--- src/rtl/ac_sweep_dds_if.sv ---
// Control, configuration and sample-stream signals of the stepped-frequency sweep DDS.
// The stimulus/control side takes the master modport; the generator takes slave.
interface ac_sweep_dds_if #(
    parameter int PHASE_W = 24,
    parameter int AMP_W   = 12,
    parameter int CNT_W   = 16
);
    logic                       start;
    logic                       abort;
    logic [PHASE_W-1:0]         f_start;
    logic [PHASE_W-1:0]         f_step;
    logic [CNT_W-1:0]           n_points;
    logic [CNT_W-1:0]           dwell;
    logic                       sample_en;
    logic signed [AMP_W-1:0]    sample_out;
    logic                       sample_valid;
    logic [CNT_W-1:0]           point_idx;
    logic                       point_strobe;
    logic                       busy;
    logic                       done;

    modport master (
        output start, abort, f_start, f_step, n_points, dwell, sample_en,
        input  sample_out, sample_valid, point_idx, point_strobe, busy, done
    );

    modport slave (
        input  start, abort, f_start, f_step, n_points, dwell, sample_en,
        output sample_out, sample_valid, point_idx, point_strobe, busy, done
    );
endinterface

--- src/rtl/ac_sweep_dds.sv ---
// Stepped-frequency sine sweep generator: phase-accumulator DDS with a quarter-wave
// LUT, a sweep FSM that steps the FCW per point, and a 2-stage sample pipeline.
module ac_sweep_dds #(
    parameter int PHASE_W = 24,
    parameter int LUT_AW  = 8,
    parameter int AMP_W   = 12,
    parameter int CNT_W   = 16
) (
    input logic           clk,
    input logic           rst_n,
    ac_sweep_dds_if.slave bus
);
    localparam int  LUT_N    = 1 << LUT_AW;
    localparam int  MAG_W    = AMP_W - 1;
    localparam int  LUT_BITS = LUT_N * MAG_W;
    localparam real PI       = 3.14159265358979323846;

    // Quarter-wave magnitudes sampled at bin centres (i+0.5) so the table has
    // no zero entry and odd-quadrant mirroring by address inversion is exact.
    function automatic logic [LUT_BITS-1:0] gen_lut();
        logic [LUT_BITS-1:0] v;
        real                 x;
        int                  m;
        v = '0;
        for (int i = 0; i < LUT_N; i++) begin
            x = ((2.0 ** (AMP_W - 1)) - 1.0) *
                $sin(2.0 * PI * (real'(i) + 0.5) / real'(4 * LUT_N));
            m = $rtoi(x + 0.5);
            v[i*MAG_W +: MAG_W] = m[MAG_W-1:0];
        end
        return v;
    endfunction

    localparam logic [LUT_BITS-1:0] LUT_TABLE = gen_lut();

    typedef enum logic [1:0] {
        ST_IDLE = 2'd0,
        ST_RUN  = 2'd1,
        ST_DONE = 2'd2
    } state_t;

    state_t                  r_state;
    state_t                  w_state_nxt;

    logic [PHASE_W-1:0]      r_phase;
    logic [PHASE_W-1:0]      r_fcw;
    logic [PHASE_W-1:0]      r_fstep;
    logic [CNT_W-1:0]        r_n_eff;
    logic [CNT_W-1:0]        r_dwell_eff;
    logic [CNT_W-1:0]        r_dwell_cnt;
    logic [CNT_W-1:0]        r_point_idx;
    logic                    r_point_strobe;
    logic                    r_done;
    logic                    r_busy;

    logic                    r_s1_valid;
    logic                    r_s1_neg;
    logic [LUT_AW-1:0]       r_s1_addr;
    logic signed [AMP_W-1:0] r_sample_out;
    logic                    r_sample_valid;

    logic                    w_launch;
    logic                    w_issue;
    logic                    w_advance;
    logic                    w_dwell_end;
    logic                    w_last_point;
    logic [1:0]              w_quad;
    logic [LUT_AW-1:0]       w_frac;
    logic [MAG_W-1:0]        w_lut_mag;
    logic signed [AMP_W-1:0] w_mag_ext;
    logic                    w_s1_valid_nxt;
    logic                    w_out_valid_nxt;

    assign w_dwell_end     = (r_dwell_cnt == (r_dwell_eff - CNT_W'(1)));
    assign w_last_point    = (r_point_idx == (r_n_eff - CNT_W'(1)));
    assign w_quad          = r_phase[PHASE_W-1 -: 2];
    assign w_frac          = r_phase[PHASE_W-3 -: LUT_AW];
    assign w_lut_mag       = LUT_TABLE[r_s1_addr*MAG_W +: MAG_W];
    assign w_mag_ext       = $signed({1'b0, w_lut_mag});
    assign w_s1_valid_nxt  = w_issue && !bus.abort;
    assign w_out_valid_nxt = r_s1_valid && !bus.abort;

    // Sweep FSM state register.
    always_ff @(posedge clk or negedge rst_n) begin
        if (!rst_n) begin
            r_state <= ST_IDLE;
        end else begin
            r_state <= w_state_nxt;
        end
    end

    // Sweep FSM next state and per-cycle control strobes; abort overrides start.
    always_comb begin
        w_state_nxt = r_state;
        w_launch    = 1'b0;
        w_issue     = 1'b0;
        w_advance   = 1'b0;
        if (bus.abort) begin
            w_state_nxt = ST_IDLE;
        end else begin
            case (r_state)
                ST_IDLE, ST_DONE: begin
                    if (bus.start) begin
                        w_launch    = 1'b1;
                        w_state_nxt = ST_RUN;
                    end else begin
                        w_state_nxt = r_state;
                    end
                end
                ST_RUN: begin
                    if (bus.sample_en) begin
                        w_issue = 1'b1;
                        if (w_dwell_end && w_last_point) begin
                            w_state_nxt = ST_DONE;
                        end else if (w_dwell_end) begin
                            w_advance = 1'b1;
                        end else begin
                            w_advance = 1'b0;
                        end
                    end else begin
                        w_issue = 1'b0;
                    end
                end
                default: begin
                    w_state_nxt = ST_IDLE;
                end
            endcase
        end
    end

    // Sweep datapath: config latch at start, phase accumulation, dwell and point counters.
    always_ff @(posedge clk or negedge rst_n) begin
        if (!rst_n) begin
            r_phase        <= '0;
            r_fcw          <= '0;
            r_fstep        <= '0;
            r_n_eff        <= '0;
            r_dwell_eff    <= '0;
            r_dwell_cnt    <= '0;
            r_point_idx    <= '0;
            r_point_strobe <= 1'b0;
        end else begin
            r_point_strobe <= w_advance;
            if (w_launch) begin
                r_fcw       <= bus.f_start;
                r_fstep     <= bus.f_step;
                r_n_eff     <= (bus.n_points == '0) ? CNT_W'(1) : bus.n_points;
                r_dwell_eff <= (bus.dwell == '0) ? CNT_W'(1) : bus.dwell;
                r_phase     <= '0;
                r_dwell_cnt <= '0;
                r_point_idx <= '0;
            end else if (w_issue) begin
                // Phase keeps running across frequency steps; only the FCW changes.
                r_phase <= r_phase + r_fcw;
                if (w_advance) begin
                    r_point_idx <= r_point_idx + CNT_W'(1);
                    r_fcw       <= r_fcw + r_fstep;
                    r_dwell_cnt <= '0;
                end else begin
                    r_dwell_cnt <= r_dwell_cnt + CNT_W'(1);
                end
            end else begin
                r_phase <= r_phase;
            end
        end
    end

    // Stage 1: quadrant decode and mirrored LUT address.
    always_ff @(posedge clk or negedge rst_n) begin
        if (!rst_n) begin
            r_s1_valid <= 1'b0;
            r_s1_neg   <= 1'b0;
            r_s1_addr  <= '0;
        end else begin
            r_s1_valid <= w_s1_valid_nxt;
            if (w_issue) begin
                r_s1_neg  <= w_quad[1];
                r_s1_addr <= w_quad[0] ? ~w_frac : w_frac;
            end else begin
                r_s1_neg  <= r_s1_neg;
            end
        end
    end

    // Stage 2: LUT read and sign; output returns to zero whenever no sample is valid.
    always_ff @(posedge clk or negedge rst_n) begin
        if (!rst_n) begin
            r_sample_out   <= '0;
            r_sample_valid <= 1'b0;
        end else if (!w_out_valid_nxt) begin
            r_sample_out   <= '0;
            r_sample_valid <= 1'b0;
        end else begin
            r_sample_out   <= r_s1_neg ? -w_mag_ext : w_mag_ext;
            r_sample_valid <= 1'b1;
        end
    end

    // Status flags, registered from next-cycle state so they align with the pipeline.
    always_ff @(posedge clk or negedge rst_n) begin
        if (!rst_n) begin
            r_done <= 1'b0;
            r_busy <= 1'b0;
        end else begin
            r_done <= (w_state_nxt == ST_DONE);
            r_busy <= (w_state_nxt == ST_RUN) || w_s1_valid_nxt || w_out_valid_nxt;
        end
    end

    assign bus.sample_out   = r_sample_out;
    assign bus.sample_valid = r_sample_valid;
    assign bus.point_idx    = r_point_idx;
    assign bus.point_strobe = r_point_strobe;
    assign bus.busy         = r_busy;
    assign bus.done         = r_done;
endmodule

--- src/flat_wrapper.sv ---
// flat-port wrapper written by rule: the top's interface ports become plain ports
module ac_sweep_dds_flat 
#(
    parameter int PHASE_W = 24,
    parameter int LUT_AW  = 8,
    parameter int AMP_W   = 12,
    parameter int CNT_W   = 16
)
  (clk, rst_n, bus_start, bus_abort, bus_f_start, bus_f_step, bus_n_points, bus_dwell, bus_sample_en, bus_sample_out, bus_sample_valid, bus_point_idx, bus_point_strobe, bus_busy, bus_done);
  ac_sweep_dds_if #(.PHASE_W(PHASE_W), .AMP_W(AMP_W), .CNT_W(CNT_W)) bus_i ();
  input logic clk;
  input logic rst_n;
  input wire logic [$bits(bus_i.start)-1:0] bus_start;
  input wire logic [$bits(bus_i.abort)-1:0] bus_abort;
  input wire logic [$bits(bus_i.f_start)-1:0] bus_f_start;
  input wire logic [$bits(bus_i.f_step)-1:0] bus_f_step;
  input wire logic [$bits(bus_i.n_points)-1:0] bus_n_points;
  input wire logic [$bits(bus_i.dwell)-1:0] bus_dwell;
  input wire logic [$bits(bus_i.sample_en)-1:0] bus_sample_en;
  output wire logic [$bits(bus_i.sample_out)-1:0] bus_sample_out;
  output wire logic [$bits(bus_i.sample_valid)-1:0] bus_sample_valid;
  output wire logic [$bits(bus_i.point_idx)-1:0] bus_point_idx;
  output wire logic [$bits(bus_i.point_strobe)-1:0] bus_point_strobe;
  output wire logic [$bits(bus_i.busy)-1:0] bus_busy;
  output wire logic [$bits(bus_i.done)-1:0] bus_done;
  assign bus_i.start = bus_start;
  assign bus_i.abort = bus_abort;
  assign bus_i.f_start = bus_f_start;
  assign bus_i.f_step = bus_f_step;
  assign bus_i.n_points = bus_n_points;
  assign bus_i.dwell = bus_dwell;
  assign bus_i.sample_en = bus_sample_en;
  assign bus_sample_out = bus_i.sample_out;
  assign bus_sample_valid = bus_i.sample_valid;
  assign bus_point_idx = bus_i.point_idx;
  assign bus_point_strobe = bus_i.point_strobe;
  assign bus_busy = bus_i.busy;
  assign bus_done = bus_i.done;
  ac_sweep_dds #(.PHASE_W(PHASE_W), .LUT_AW(LUT_AW), .AMP_W(AMP_W), .CNT_W(CNT_W)) u_core (.clk(clk), .rst_n(rst_n), .bus(bus_i));
endmodule
--- config.mk ---
export PLATFORM = sky130hd
export DESIGN_NAME = ac_sweep_dds_flat
export DESIGN_NICKNAME = d
export VERILOG_FILES = /design/src/rtl/ac_sweep_dds_if.sv /design/src/rtl/ac_sweep_dds.sv /design/src/flat_wrapper.sv
export SDC_FILE = /design/constraint.sdc
export NUM_CORES = 1
export LEC_CHECK = 0
export ABC_AREA = 0
export BUFFER_PORTS_ARGS = -buffer_cell sky130_fd_sc_hd__buf_2
export CORE_MARGIN = 1.5
export CORE_UTILIZATION = 50
export DETAILED_ROUTE_END_ITERATION = 10
export PLACE_DENSITY = 0.69
export SLEW_MARGIN = 0
export SYNTH_ARGS = -nofsm -noshare
export SYNTH_HDL_FRONTEND = slang
export SYNTH_SLANG_ARGS = --single-unit
export TNS_END_PERCENT = 5
--- constraint.sdc ---
create_clock -name clk -period 4.3 [get_ports clk]
set_input_delay 0 -clock clk [delete_from_list [all_inputs] [get_ports clk]]
set_output_delay 0 -clock clk [all_outputs]
set_load 0.03 [all_outputs]
**Word-level counts from Yosys, hierarchy flattened**

Cells that the tools add are included.

- Flip-flop bits (word level): 164
- Input port bits: 85
- Output and inout port bits: 32
- Logic and storage cells: 78

- Add/subtract/negate cells: 7
- $mul: 1
- Equality and inequality tests: 6
- Shift-type cells: 1
- Mux-type cells: 33
- Bitwise gates (word level): 1
- Reductions and logical operators: 13

Operators with widths:

| operator | number |
|---|---|
| $shiftx 2816x13->11 const A | 1 |
| $mux 16 | 8 |
| $mux 24 | 5 |
| $add 24x24->24 | 2 |
| $add 16x1->16 const B | 2 |
| $eq 16x16->1 | 2 |
| $logic_not 16->1 | 2 |
| $sub 16x1->16 const B | 2 |
| $mux 12 | 2 |
| $mul 8x4->12 const B | 1 |
| $mux 1 | 12 |
| $neg 11->12 | 1 |
| $mux 2 | 4 |
| $mux 8 | 1 |
| $not 8->8 | 1 |
| $eq 2x1->1 const B | 2 |
| $eq 2x2->1 const B | 2 |
| $pmux 2 s2 | 1 |
| $reduce_bool 2->1 | 2 |
| $logic_and 1x1->1 | 3 |
| $logic_not 2->1 | 1 |
| $logic_or 1x1->1 | 2 |
| $reduce_and 2->1 | 1 |
| $reduce_or 2->1 | 1 |
| $logic_not 1->1 | 1 |

**Longest topological paths before layout**

Gate-level depths: netlist of run 1.

- Depth after elaboration: 10
- Mapped depth: 16
- Depth with buffers taken out: 14

**Worst setup path before layout of run 1**

OpenSTA, ideal clock, no wires.

- Path type: register to register
- From: register u_core.r_s1_addr[0]
- To: register u_core.r_sample_out[10] (netlist: u_core.bus.sample_out[10])
- Library setup time: 0.138 ns
- Data arrival time: 3.510 ns
- Required time: 4.162 ns
- Slack: 0.652 ns
- Stages on the path, launching flop included: 15
- Buffers on the path: 3
- Clock period less this slack: 3.648 ns
- Cells stage by stage: dfrtp_1 -> clkbuf_1 -> inv_1 -> ha_1 -> buf_2 -> or2_2 -> clkbuf_1 -> nand2_1 -> mux4_2 -> mux4_2 -> a32oi_1 -> and2_1 -> nand3_1 -> o41ai_1 -> o21ai_0

- Word-level cells in the longest chain between the ends: 5

Ends and longest elaborated chain:

| item | RTL line | RTL |
|---|---|---|
| from (decl) | ac_sweep_dds.sv:58 | `logic [LUT_AW-1:0] r_s1_addr;` |
| from (signal assigned) | ac_sweep_dds.sv:178 | `r_s1_addr <= w_quad[0] ? ~w_frac : w_frac;` |
| $mul 8x4->12 * | ac_sweep_dds.sv:78 | `assign w_lut_mag = LUT_TABLE[r_s1_addr*MAG_W +: MAG_W];` |
| $shiftx 2816x13->11 * | ac_sweep_dds.sv:78 |  |
| $neg 11->12 | ac_sweep_dds.sv:194 | `r_sample_out <= r_s1_neg ? -w_mag_ext : w_mag_ext;` |
| $mux 12 * | ac_sweep_dds.sv:194 |  |
| $mux 12 * | ac_sweep_dds.sv:190 | `end else if (!w_out_valid_nxt) begin` |
| to (signal assigned) | ac_sweep_dds.sv:194 |  |
| to (decl) | ac_sweep_dds.sv:59 | `logic signed [AMP_W-1:0] r_sample_out;` |

Every way passes the cells marked *; elsewhere a longest branch is shown, timed or not.
A chain may end at the register's enable or synchronous reset.

**Worst setup path in the final report of run 1**

- From: register u_core.r_n_eff[0]
- To: register u_core.r_state[1]

- Word-level cells in the longest chain between the ends: 7

Ends and longest elaborated chain:

| item | RTL line | RTL |
|---|---|---|
| from (decl) | ac_sweep_dds.sv:48 | `logic [CNT_W-1:0] r_n_eff;` |
| from (signal assigned) | ac_sweep_dds.sv:147 | `r_n_eff <= (bus.n_points == '0) ? CNT_W'(1) : bus.n_points;` |
| $sub 16x1->16 | ac_sweep_dds.sv:75 | `assign w_last_point = (r_point_idx == (r_n_eff - CNT_W'(1)));` |
| $eq 16x16->1 | ac_sweep_dds.sv:75 |  |
| $logic_and 1x1->1 | ac_sweep_dds.sv:113 | `if (w_dwell_end && w_last_point) begin` |
| $mux 2 | ac_sweep_dds.sv:113 |  |
| $mux 2 | ac_sweep_dds.sv:111 | `if (bus.sample_en) begin` |
| $pmux 2 s2 | ac_sweep_dds.sv:101 | `case (r_state)` |
| $mux 2 | ac_sweep_dds.sv:98 | `if (bus.abort) begin` |
| via u_core.w_state_nxt[1] | ac_sweep_dds.sv:43 | `state_t w_state_nxt;` |
| to (signal assigned) | ac_sweep_dds.sv:88 | `r_state <= w_state_nxt;` |
| to (decl) | ac_sweep_dds.sv:42 | `state_t r_state;` |

The timed path passes the listed nets, and every way through them passes these cells.

==> summary.txt, run 1 <==
static leakage -> 7.12 nW
CTS max path bufs -> 2
DRT iter0 DRCs -> 1436
PortBufs -> 116
Clk pin slew, worst setup/hold paths -> 70 ps
Post-synth EDFFs -> 0
placed cells -> 2025
clock power share -> 17.9%
Max-cap violations -> 0
maximum vdd drop -> 0.344 mV
worst-skew pair later-pin latency -> 440 ps
Final Hold Viols -> 0
# Post-CTS Setup Buffers -> 0
fill count -> 2270
CTS sink cnt -> 164
Setup-failing EPs final -> 0
Critical Path End Type -> flop
initial core utilization -> 51.4%
combinational power share -> 58.4%
first-pass GRT wire length -> 63.5 mm
startpoint types -> flop
Final Skew -> 15.6 ps
critical path's largest stage delay -> 600 ps
Synth Flop Type -> dfrtp_1
worst-margin pin slew -> 914 ps
FF-to-FF Start -> u_core.r_n_eff[0]$_DFFE_PN0P_
Final Max Slew Viols -> 0
crit path launch -> u_core.r_n_eff[0]$_DFFE_PN0P_
Ports -> 117
H-tree levels -> 4
max_slew headroom -> 38.6%
layout cells sized above 1 -> 12.6%
Yosys Warn Count -> 0
status -> finished, final reports clean
Sequential Power Share -> 23.7%
core area -> 25400 um^2
hold path start -> bus_sample_en
Synth async-reset ratio -> 100%
CP delay by family, top -> simple AND/OR/NAND/NOR gates
Worst EP arrival -> 4340 ps
DRC viols -> 0
Finished Core Util -> 60.6%
Switching Share -> 45.8%
drt pass-1 iters -> 6
Final GP Congestion -> 1.05
overall routing resource usage -> 29.1%
crit share post-route -> 92.3%
initial antenna violation count -> 1
CP required -> 4670 ps
Tmin final -> 3970 ps
Buffers & Inverters on Critical Path -> 2
Post-CTS Hold Buffers -> 85
routed via count -> 13000
Worst Path Max Fanout -> 8
Area Overhead vs Synth -> 17.9%
synthesized area per cell -> 7.92 um^2
Synth Instances -> 1649
Max Freq -> 252 MHz
CTS tree -> built
die height -> 165 um
critical path class -> reg -> reg
antenna-violating nets left -> 0
drt total wl -> 38.0 mm
Core Rows -> 58
largest net degree at the start of global routing -> 90
NetSw -> 4.07 mW
Vias/cell -> 6.07
Tightest Hold Check Type -> in -> reg
Die Wd -> 165 um
count of cell types in the netlist -> 91
Yosys reg bits -> 164
total grt overflow -> 0
CTS root buffer -> clkbuf_16
Final Non-Filler Cells -> 2143
PwrDens -> 577 nW/um^2
Cell Area, Synth -> 13100 um^2
crit-path cells -> inv_1, ha_1, nor4b_2, a21oi_1, a311o_1, a2111o_1, nor4_2, and2_1, nand3_1, o22ai_1, dlygate4sd3_1, nor2b_1
Final nets -> 1951
vias in the first global route -> 12600
post-synthesis net count -> 1801
Die Area -> 27100 um^2
CTS Buf Count -> 17
Slowest-stage cell, CP -> dlygate4sd3_1
DR WL/cell -> 17.7 um
sequential share of the synthesized area -> 31.4%
count of cells resized by post-cts repair -> 0
Int Power -> 4.81 mW
post-DP HPWL -> 26.0 mm
worst min-delay path: cells and delay by family:
kind / cells / cell delay [ps]
and+or+nand+nor: 2 / 190
buffers and inverters: 1 / 110
AOI/OAI and AO/OA: 1 / 110
worst paths after layout:
kind | end | slack, ps | cells after the start
min in group asynchronous | u_core.bus.point_idx[7]$_DFFE_PN0P_ | 170 | 2
max in group asynchronous | u_core.r_fcw[20]$_DFFE_PN0P_ | 3050 | 3
max reg2reg | u_core.r_state[1]$_DFF_PN0_ | 330 | 12
max | u_core.r_state[1]$_DFF_PN0_ | 330 | 12
min reg2reg | u_core.r_fstep[16]$_DFFE_PN0P_ | 490 | 2
min | u_core.r_state[0]$_DFF_PN0_ | 20 | 4
cell families after synthesis:
| group | count (synthesis) | synth area share [%] |
|---|---|---|
| and+or+nand+nor | 684 | 24.5 |
| adders and majority gates | 67 | 6.53 |
| xor gates and xnor gates | 111 | 7.44 |
| DFF | 164 | 31.4 |
| muxes | 23 | 2.94 |
| buffers and inverters | 151 | 4.61 |
| AOI/OAI and AO/OA | 449 | 22.6 |
per-stage QoR:
step / total power, mW / worst slack (ps) / hold slack (ps) / setup TNS [ps] / cell area [um^2]
final: 8.88 / 333 / 16.2 / 0 / 15400
after global routing: 9.51 / -41.9 / 73.3 / -64.4 / 15400
after floorplan: 5.82 / 652 / -296 / 0 / 13100
after CTS: 8.78 / 399 / 0.0364 / 0 / 15400
after detailed placement: 7.10 / 616 / 92.7 / 0 / 13900
after global placement: 7.03 / 654 / 93.2 / 0 / 13900
registers in the layout, summed over array words and instances (netlist names), 8 cells and up:
| name | count |
|---|---|
| u_core.r_fstep | 24 |
| u_core.r_fcw | 24 |
| u_core.r_dwell_cnt | 16 |
| u_core.r_dwell_eff | 16 |
| u_core.r_n_eff | 16 |
| u_core.r_s1_addr | 8 |
| u_core.bus.point_idx | 16 |
| u_core.r_phase | 24 |
| u_core.bus.sample_out | 12 |
per-layer routing:
metal | vias up | wire, um | GRT usage (%)
met5 | - | 0 | 0
met4 | 0 | 1220 | 11.1
met3 | 111 | 2360 | 4.32
met2 | 520 | 18000 | 48.0
met1 | 6177 | 16400 | 38.5
li1 | 6193 | - | -
power by group through the flow:
stage               Clock (mW)  Combinational, mW  Sequential [mW]
floorplan                    0               3.84             1.98
global placement             0               4.92             2.11
detailed placement           0               4.98             2.12
CTS                       1.61               5.07             2.09
global route              1.68               5.70             2.14
finish                    1.59               5.19             2.10
cell usage in the layout, fill, tap and decap left out, types with 9 or more instances in the layout:
cell type	count
nand2b_1	33
and2_1	17
a21o_1	28
nand4_1	15
nand2_1	301
dfrtp_1	161
xor2_1	64
nor2b_1	23
nor3_1	26
nor2_1	142
xnor2_1	47
nor4_1	18
buf_4	35
buf_2	115
ha_1	65
a311oi_1	13
mux4_2	12
dlygate4sd3_1	85
a21oi_1	79
a211oi_1	18
and3_1	18
inv_1	41
o21ai_0	143
nand3_1	34
o211ai_1	15
a31oi_1	28
clkbuf_16	17
o311ai_0	9
synth_stat cells, types with 6 or more instances:
master	n	area share [%]
nand2_1	301	8.7
dfrtp_1	164	31
nor2_1	143	4.1
o21ai_0	143	5.5
a21oi_1	79	3.0
clkbuf_1	79	2.3
ha_1	65	6.2
xor2_1	64	4.3
xnor2_1	47	3.2
inv_1	41	1.2
nand2b_1	34	1.6
nand3_1	34	1.3
a21o_1	28	1.6
a31oi_1	28	1.3
nor3_1	26	1.0
nor2b_1	24	1.1
a211oi_1	18	1.0
and3_1	18	0.86
nor4_1	18	0.86
and2_1	17	0.81
nand4_1	15	0.72
o211ai_1	15	0.86
a311oi_1	13	0.87
buf_2	13	0.50
mux4_2	12	2.1
buf_1	11	0.32
o311ai_0	9	0.60
a221oi_1	8	0.54
mux2i_1	8	0.61
o21a_1	8	0.46
o21bai_1	8	0.46
o22ai_1	8	0.38
o221ai_1	7	0.47
or3_1	7	0.34
a2111oi_0	6	0.40
a211o_1	6	0.40
nand3b_1	6	0.34
o31ai_1	6	0.34
or2_2	6	0.29
area by class of cell:
class	count	area (um^2)	share of cell area (%)
antenna	1	2.50	0.0162
clock buffer	19	443	2.88
clock inverter	13	158	1.02
inverter	44	165	1.07
multi-input combinational	1334	8370	54.4
sequential	164	4110	26.7
tap	330	413	2.68
timing repair buffer	238	1740	11.3
Note: power is estimated with default switching activity, not from simulation.
==> run 2, diff against run 1 <==
Settings changed: ABC_AREA 0 to 1.
==> run 2 against run 1 <==
Net effect: the run now ends with DRC left; register-to-register slack better by 440 ps; cell area up 1.5%; synthesized area up 2.3%; hold slack better by 220 ps; via count up 9.2%; die area up 2.2%; clock power up 3%; largest cell class unchanged; largest power group unchanged.
==> summary.txt, run 2 <==
status -> complete, but fails checks
failing checks -> DRC
maximum vdd drop -> 0.337 mV
critical path class -> reg -> reg
CP delay by family, top -> simple AND/OR/NAND/NOR gates
crit share post-route -> 82.1%
Final Skew -> 21.3 ps
antenna-violating nets left -> 0
Post-Synth Simple-Gate Area -> 37.5%
Synth Instances -> 2024
main combinational cell family by area after synthesis -> simple AND/OR/NAND/NOR gates
CTS root buffer -> clkbuf_16
Cell Area, Synth -> 13400 um^2
drt pass-1 iters -> 9
count leader, synth -> nand2_1
Critical Path End Type -> flop
Synth Area in Compound Gates -> 12.3%
largest net degree at the start of global routing -> 117
most common cell after layout, fill and taps aside -> nand2_1
Slowest-stage cell, CP -> dfrtp_1
Top Registers -> u_core.r_fcw x24, u_core.r_fstep x24, u_core.r_phase x24
critical path's largest stage delay -> 870 ps
worst-margin pin slew -> 1180 ps
Final nets -> 2340
post-DP HPWL -> 29.9 mm
reg2reg end -> u_core.bus.sample_out[10]$_DFF_PN0_
Area Overhead vs Synth -> 17.0%
H-tree levels -> 4
flop2flop setup slack -> 770 ps
Max Freq -> 283 MHz
Synth async-reset ratio -> 100%
first-pass GRT wire length -> 68.4 mm
Die Wd -> 166 um
Worst path depth -> 19
setup tns final -> 0 ps
static leakage -> 7.95 nW
most used cell, CP -> nand2_1
Final Max Slew Viols -> 0
core area -> 26100 um^2
multiplexer share of the synthesized area -> 0%
Core Rows -> 59
Max-cap violations -> 0
Post-synth EDFFs -> 0
Die Area -> 27700 um^2
Synth top cells by count -> nand2_1 (696), nand3_1 (200), nor2_1 (172), dfrtp_1 (164), inv_1 (146)
CTS sink cnt -> 164
commonest cells after routing, fill and taps aside -> nand2_1 (696), nand3_1 (200), nor2_1 (171)
routed via count -> 14200
total grt overflow -> 0
Synth Flop Type -> dfrtp_1
Worst EP arrival -> 3860 ps
crit-path cells -> inv_2, ha_1, inv_1, nand2_1, nand2_1, inv_1, nand2_1, nand3_1, a21oi_1, nor2_1, nor2_1, ha_1, nand3_1, nor2_2, nand3_1, nand2_1, nand2_1, nand2_1, nor2_1
CTS tree -> built
worst-skew pair later-pin latency -> 450 ps
count of cells resized by post-cts repair -> 0
Setup-failing EPs final -> 0
Synth area leaders -> dfrtp_1 (31%), nand2_1 (20%), nand3_1 (7.5%), ha_1 (6.1%), nor2_1 (4.8%)
Yosys reg bits -> 164
reg2reg path depth -> 19
Buffers & Inverters on Critical Path -> 3
startpoint types -> flop
CTS Buf Count -> 17
die height -> 166 um
Ports -> 117
overall routing resource usage -> 30.4%
Tmin final -> 3530 ps
RSZ-0062 raised after global routing -> false
post-synth top area share -> 30.7%
largest area contributor in the netlist -> dfrtp_1
Final GP Congestion -> 1.08
post-synthesis net count -> 2176
count of cell types in the netlist -> 57
vias in the first global route -> 13500
PortBufs -> 116
initial antenna violation count -> 1
cell area after layout -> 15600 um^2
Vias/cell -> 5.60
CTS max path bufs -> 2
Clk pin slew, worst setup/hold paths -> 70 ps
Post-Synth Adder-Cell Area -> 6.39%
Yosys Warn Count -> 0
Final Non-Filler Cells -> 2536
CP required -> 4630 ps
total power -> 9.33 mW
DRT iter0 DRCs -> 1314
DR WL/cell -> 16.4 um
synthesized area per cell -> 6.60 um^2
PwrDens -> 597 nW/um^2
initial core utilization -> 51.1%
Final Hold Viols -> 0
Tightest Hold Check Type -> in -> async
sequential share of the synthesized area -> 30.7%
layout cells sized above 1 -> 9.82%
drt total wl -> 41.5 mm
max_slew headroom -> 21.4%
Placed Area -> 14100 um^2
placed cells -> 2414
DRC viols -> 4
Synth Area in XOR/XNOR -> 6.14%
Worst Path Max Fanout -> 26
FF-to-FF Start -> u_core.r_s1_addr[2]$_DFFE_PN0P_
==> run 2: changes by cell type in the layout (fill, tap and decap cells not counted), sizes merged, moves of 18 or more <==
cell    previous run  this run
a21o              28         8
nand3             35       204
and2              18         0
and3              18         0
nand2            301       704
nand2b            34         0
buf              153       131
a21oi             79        99
a31oi             28         7
inv               52       154
nor2b             25         1
nor2             144       185
==> run 2: cell type report <==
cell class              count  area (um^2)
fillers                  2491        10500
well taps                 335          419
repair buffers            221         1600
flip-flops and latches    164         4100
clock inverters            12          170
inverters                 151          568
multi-input cells        1633         8340
diodes                      1         2.50
clock buffers              19          433
==> run 2: worst max-delay path by stage <==
| stage | startpoint | end | slack (ps) |
|---|---|---|---|
| floorplan | u_core.r_s1_addr[1]$_DFFE_PN0P_ | u_core.bus.sample_out[8]$_DFF_PN0_ | 1760 |
| global placement | u_core.r_s1_addr[2]$_DFFE_PN0P_ | u_core.bus.sample_out[10]$_DFF_PN0_ | 940 |
| detailed placement | u_core.r_s1_addr[2]$_DFFE_PN0P_ | u_core.bus.sample_out[8]$_DFF_PN0_ | 820 |
| CTS | u_core.r_s1_addr[2]$_DFFE_PN0P_ | u_core.bus.sample_out[8]$_DFF_PN0_ | 810 |
| global route | u_core.r_s1_addr[2]$_DFFE_PN0P_ | u_core.bus.sample_out[10]$_DFF_PN0_ | 380 |
| finish | u_core.r_s1_addr[2]$_DFFE_PN0P_ | u_core.bus.sample_out[10]$_DFF_PN0_ | 770 |
==> run 2: where the power goes <==
group,total [mW],switching [mW],leakage [nW],internal (mW)
registers,2.38,0.488,2.14,1.90
logic,5.32,3.50,5.53,1.82
clock network,1.63,0.703,0.285,0.926
==> run 2: logic make-up after synthesis <==
family,count (synthesis)
flops,164
compound gates,292
xor+xnor,92
buf+inv,227
simple gates,1182
fa+ha+maj,67
==> run 2: stage by stage <==
stage          utilization, %  setup WS (ps)  hold WS (ps)
3_5_place_dp             54.1            820           179
2_1_floorplan               -           1760          -296
5_1_grt                  59.8            384           306
4_1_cts                  59.8            806           275
6_report                 59.8            769           234
3_3_place_gp             54.1            937           179
==> run 2: metal layers <==
| metal | up-vias | wire length, um | part of all wire, % | global-route usage [%] |
|---|---|---|---|---|
| met1 | 6552 | 18200 | 44 | 40.5 |
| li1 | 6961 | - | - | - |
| met5 | - | 0 | 0 | 0 |
| met2 | 592 | 19200 | 46 | 50.2 |
| met4 | 0 | 1320 | 3.2 | 11.3 |
| met3 | 95 | 2780 | 6.7 | 4.47 |
==> run 2: timing repair <==
action | in CTS | in global routing
endpoints found under the hold margin | 183 | 0
buffers inserted | 0 | 0
hold buffers | 90 | 0
